[src/rtl/button_click_decoder.sv]
// Groups single-cycle button press pulses into click bursts and reports the
// burst size once the burst closes, either by timeout or by reaching MAX_CLICKS.
module button_click_decoder #(
    parameter int WINDOW_CYCLES = 8,
    parameter int MAX_CLICKS    = 3,
    localparam int CNT_W = $clog2(MAX_CLICKS + 1),
    localparam int TMR_W = ($clog2(WINDOW_CYCLES) > 1) ? $clog2(WINDOW_CYCLES) : 1
) (
    input  logic             clk,
    input  logic             reset,
    input  logic             pulse,
    output logic             click_valid,
    output logic [CNT_W-1:0] click_count,
    output logic             busy
);

    typedef enum logic {IDLE, WAIT} state_t;

    localparam logic [CNT_W-1:0] MAX_CNT  = CNT_W'(MAX_CLICKS);
    localparam logic [CNT_W-1:0] ONE_CNT  = CNT_W'(1);
    localparam logic [TMR_W-1:0] WIN_LAST = TMR_W'(WINDOW_CYCLES - 1);
    localparam logic [TMR_W-1:0] ONE_TMR  = TMR_W'(1);

    state_t           state_reg, state_next;
    logic [CNT_W-1:0] n_reg, n_next;
    logic [TMR_W-1:0] t_reg, t_next;
    logic             valid_reg, valid_next;
    logic [CNT_W-1:0] count_reg, count_next;
    logic             busy_reg, busy_next;

    always_ff @(posedge clk) begin
        if (reset) begin
            state_reg <= IDLE;
            n_reg     <= '0;
            t_reg     <= '0;
            valid_reg <= 1'b0;
            count_reg <= '0;
            busy_reg  <= 1'b0;
        end else begin
            state_reg <= state_next;
            n_reg     <= n_next;
            t_reg     <= t_next;
            valid_reg <= valid_next;
            count_reg <= count_next;
            busy_reg  <= busy_next;
        end
    end

    always_comb begin
        state_next = state_reg;
        n_next     = n_reg;
        t_next     = t_reg;
        valid_next = 1'b0;
        count_next = count_reg;
        busy_next  = busy_reg;
        unique case (state_reg)
            IDLE: begin
                if (pulse) begin
                    if (MAX_CLICKS == 1) begin
                        valid_next = 1'b1;
                        count_next = MAX_CNT;
                    end else begin
                        state_next = WAIT;
                        n_next     = ONE_CNT;
                        t_next     = '0;
                        busy_next  = 1'b1;
                    end
                end
            end
            WAIT: begin
                // A press on the final window cycle extends the burst rather than closing it.
                if (pulse) begin
                    if (n_reg + ONE_CNT == MAX_CNT) begin
                        valid_next = 1'b1;
                        count_next = MAX_CNT;
                        state_next = IDLE;
                        busy_next  = 1'b0;
                        n_next     = '0;
                        t_next     = '0;
                    end else begin
                        n_next = n_reg + ONE_CNT;
                        t_next = '0;
                    end
                end else if (t_reg == WIN_LAST) begin
                    valid_next = 1'b1;
                    count_next = n_reg;
                    state_next = IDLE;
                    busy_next  = 1'b0;
                    n_next     = '0;
                    t_next     = '0;
                end else begin
                    t_next = t_reg + ONE_TMR;
                end
            end
            default: state_next = IDLE;
        endcase
    end

    assign click_valid = valid_reg;
    assign click_count = count_reg;
    assign busy        = busy_reg;

endmodule

[config.mk]
export PLATFORM = sky130hd
export DESIGN_NAME = button_click_decoder
export DESIGN_NICKNAME = d
export VERILOG_FILES = /design/src/rtl/button_click_decoder.sv
export SDC_FILE = /design/constraint.sdc
export NUM_CORES = 1
export LEC_CHECK = 0
export CORE_MARGIN = 4
export CORE_UTILIZATION = 35
export CTS_CLUSTER_DIAMETER = 60
export DETAILED_ROUTE_END_ITERATION = 6
export GPL_ROUTABILITY_DRIVEN = 0
export PLACE_DENSITY_LB_ADDON = 0.1
export REMOVE_ABC_BUFFERS = 1
export SYNTH_ARGS = -nofsm -noshare
export SYNTH_HDL_FRONTEND = slang
export SYNTH_SLANG_ARGS = --single-unit
[constraint.sdc]
create_clock -name clk -period 1.3 [get_ports clk]
set_input_delay 0.26 -clock clk [delete_from_list [all_inputs] [get_ports clk]]
set_output_delay 0.26 -clock clk [all_outputs]
set_load 0.005 [all_outputs]
Word level (Yosys, flattened, before mapping)
Index checks and enable logic that the tools add are counted.
{ "classes": {"n_bitwise": 1, "muxes": 25, "n_reduce_logical": 5, "n_addsub": 2, "n_eq_ne": 6} }
{ "op_table": {"columns": ["cell", "n"], "rows": [
  ["2-to-1 mux 2 bit", 7],
  ["2-to-1 mux 1 bit", 11],
  ["2-to-1 mux 3 bit", 3],
  ["inequality test 3 x 2 -> 1 bit, second input constant", 2],
  ["one-hot mux 3 bit (2 select lines)", 1],
  ["AND reduction 3 bit", 2],
  ["one-hot mux 1 bit (2 select lines)", 2],
  ["one-hot mux 2 bit (2 select lines)", 1],
  ["adder 3 x 1 -> 3 bit, second input constant", 1],
  ["equality test 3 bit, second input constant", 1],
  ["adder 2 x 1 -> 2 bit, second input constant", 1],
  ["equality test 2 bit, second input constant", 1],
  ["inequality test 2 x 1 -> 1 bit, second input constant", 1],
  ["inequality test 2 bit, second input constant", 1],
  ["AND reduction 2 bit", 1],
  ["nonzero test 2 bit", 1],
  ["OR reduction 2 bit", 1],
  ["NOT 1 bit", 1]
]} }
{ "word_totals": {"inputBits": 3, "out_inout_bits": 4, "regBits": 10, "wordCells": 45} }

Longest topological paths before layout
{ "logic_depth": {"word_depth": 5, "mapped_depth": 5} }

Worst setup path before layout
OpenSTA, ideal clock, no wires.
{ "synth_timing": {"path_kind": "flip-flop to flip-flop", "from": "register t_reg[0]", "to": "register count_reg[0], in the netlist click_count[0]", "slack_ns": 0.125, "path_stages_with_launch": 6, "n_path_buf": 0, "period_less_slack_ns": 1.175, "arrival_time_ns": 1.042, "setup_ns": 0.133, "cell_sequence": "dfxtp_1 > ha_1 > ha_1 > and2b_1 > nor3_1 > nor4_1"} }
{ "synth_via": {"elab_chain_cells": 3} }
{ "synth_rtl": {"columns": ["item", "line", "text"], "rows": [
  ["start: declaration", "26", "logic [TMR_W-1:0] t_reg, t_next;"],
  ["start signal: assignment", "42", "t_reg <= t_next;"],
  ["equality test 3 bit", "84", "end else if (t_reg == WIN_LAST) begin"],
  ["nonzero test 2 bit (no line)", null, null],
  ["AND reduction 3 bit (no line)", null, null],
  ["end signal: assignment", "44", "count_reg <= count_next;"],
  ["end: declaration", "28", "logic [CNT_W-1:0] count_reg, count_next;"]
]} }
No other way between the ends.
A chain may end at the register's enable or synchronous reset.

Worst setup path after layout
Ends and elaborated chain as after synthesis.

==> metrics.txt <==
run status finished, final reports clean; critical path's slowest cell dfxtp_2; CP required 1.44 ns; Final #Nets 70; root buf cell clkbuf_4; WL per Instance 12.2 µm; layout cell share with drive strength beyond 1 0.290; CP dominant cell by count ha_2; Chip Height between 40 and 50 µm; Least-Margin Pin Slew roughly 0.35 ns; Detail Placement HPWL approximately 640 µm; prevailing post-synth register cell dfxtp_1; crit path DAT 1.34 ns; sequential share of the synthesized area 0.423; Via-to-Cell Ratio 5.30; first-pass GRT wire length between 1500 and 2000 µm; vias in the first global route about 360; max-cap violations 0; post-synthesis register bit count 10; most common cell after layout, fill and taps aside nor3_1; Inst Count DP 73; Iter 0 DRT Violations 2; Cell Area, Synth around 470 µm²; core box area around 1200 µm²; r2r startpoint t_reg[0]$_SDFFE_PP0N_; Largest stage delay, worst path 0.33 ns; relative slew slack 0.766; critical path type reg2reg; 1st-pass router iterations 3; Pwr Density 1020 nW/µm²; dpl ws -0.0847 ns; min-delay src busy$_SDFFE_PP0P_; critical path peak fanout 3; yosys warns 0; Final setup viols 0; clk_skew approximately 0.0017 ns; Residual DRC 0; cell taking the most area after synthesis dfxtp_1; most frequent cells in the layout 6 x nor3_1, 5 x dfxtp_2, 5 x dfxtp_1; synth top area cells dfxtp_1 42%, nor3_1 9.5%, ha_1 7.9%, a21oi_1 4.2%, mux2i_1 4.2%; Min-Delay Path Class reg2reg; post-synthesis async set-or-reset flop share 0; clock latency on the worst-skew pair 0.26 ns; setup repair after global routing missed its margin no; Inserted Clock Buffers 3; startpoint types register; largest net degree at the start of global routing 11; initial antenna violation count 0; crit path buf inv count 0; CTS tree done; Post-synth EDFFs 0; leakage power total 0.250 nW; critical-path cell list ha_2 -> ha_2 -> and2b_2 -> nor3_2 -> nor4_1; # IOs 7; Max Fclk 831 MHz; count of input and output buffers 6; antenna diode count 0; final worst slack 0.0965 ns; max FFs per register 3; Cell variety after synth 25; Period minus WS final 1.20 ns; initial core utilization 0.399; Critical path origin t_reg[0]$_SDFFE_PP0N_; DIE WIDTH between 40 and 50 µm; Layout area overhead 26.7%; GR Util All Layers 0.113; worst vdd ir 0.530 mV; share of the synthesized area in the top cell type 0.423; Slew Viols, Final 0; cell family with most CP delay simple AND/OR/NAND/NOR gates; CP endpoint kind register; synthesized area per cell slightly below 9 µm²; Final period util 0.926; Sink Count 10; clock-pin slew on the worst setup and hold paths 0.06 ns; Clock Tree Buf Depth 2; Antenna Violating Nets Remaining 0; Rows 12; final WL just over 900 µm; post-route design area between 500 and 600 µm²; fin cells 76; vias 403; H-tree levels 1; total grt overflow 0; Cells after Synth 53; dpl cell area ~550 µm²; Die ar. 2000 µm²; Final Core Density 0.505; Final Hold Fails 0
==> synth_stat cells, types with 2 or more instances <==
library cell / number
nor2_1: 3
nor4_1: 2
buf_4: 2
a21oi_1: 4
ha_1: 3
nand2_1: 2
nor3_1: 9
mux2i_1: 2
dfxtp_1: 10
==> report_power, final <==
| group | internal [mW] | switching, mW | total, mW | leakage [nW] |
|---|---|---|---|---|
| Clock | 0.107 | 0.106 | 0.213 | 0.0138 |
| Combinational | 0.0359 | 0.0319 | 0.0679 | 0.153 |
| Sequential | 0.318 | 0.0134 | 0.332 | 0.0838 |
| Total | 0.461 | 0.151 | 0.612 | 0.250 |
==> worst paths after layout <==
kind / to / slack [ns] / depth (start not counted)
max: click_count[0]$_SDFFE_PP0P_ / 0.1 / 5
min: busy$_SDFFE_PP0P_ / 0.47 / 2
max reg2reg: click_count[0]$_SDFFE_PP0P_ / 0.1 / 5
min reg2reg: busy$_SDFFE_PP0P_ / 0.47 / 2
==> worst min-delay path, cell delays in order (launching register included) <==
cell,delay (ns)
dfxtp_2,0.33
nand2_1,0.05
a21oi_1,0.05
==> through the flow <==
stage | hold WS (ns) | TNS, ns | power, mW
floorplan | 0.329 | 0 | 0.369
global route | 0.493 | 0 | 0.643
CTS | 0.465 | 0 | 0.619
finish | 0.466 | 0 | 0.612
global placement | 0.467 | -0.459 | 0.408
detailed placement | 0.468 | -0.353 | 0.407
==> layer usage <==
metal | vias to the layer above | track usage | part of all wire
met5 | - | 0 | 0
met4 | 0 | 0.0723 | 0.021
met3 | 5 | 0.0518 | 0.064
met2 | 9 | 0.149 | 0.44
met1 | 179 | 0.145 | 0.48
li1 | 210 | - | -
==> area by class of cell <==
type	instances	area (µm²)
clock buffer	3	22.5
fill	128	587
inverter	2	7.51
multi-input combinational	38	268
sequential	10	206
tap	14	17.5
timing repair buffer	9	77.6
==> kinds of logic (layout without fill, tap and decap cells) <==
group | Yosys count | count (layout) | synth area share
buffers and inverters | 5 | 14 | 0.0555
flip-flops | 10 | 10 | 0.423
AO/OA/AOI/OAI | 9 | 9 | 0.114
multiplexers | 2 | 2 | 0.0423
adder cells (fa/ha/maj) | 3 | 3 | 0.0794
AND/OR/NAND/NOR | 24 | 24 | 0.286
==> repair_timing <==
item                       4_1_cts  5_1_grt
setup buffers                    0        0
gates resized for setup          7        8
pin swaps                        0        2
setup endpoints to repair        4        3
hold buffers                     0        0
hold endpoints to repair         0        0
No activity file was read; power rests on OpenSTA's default activity.
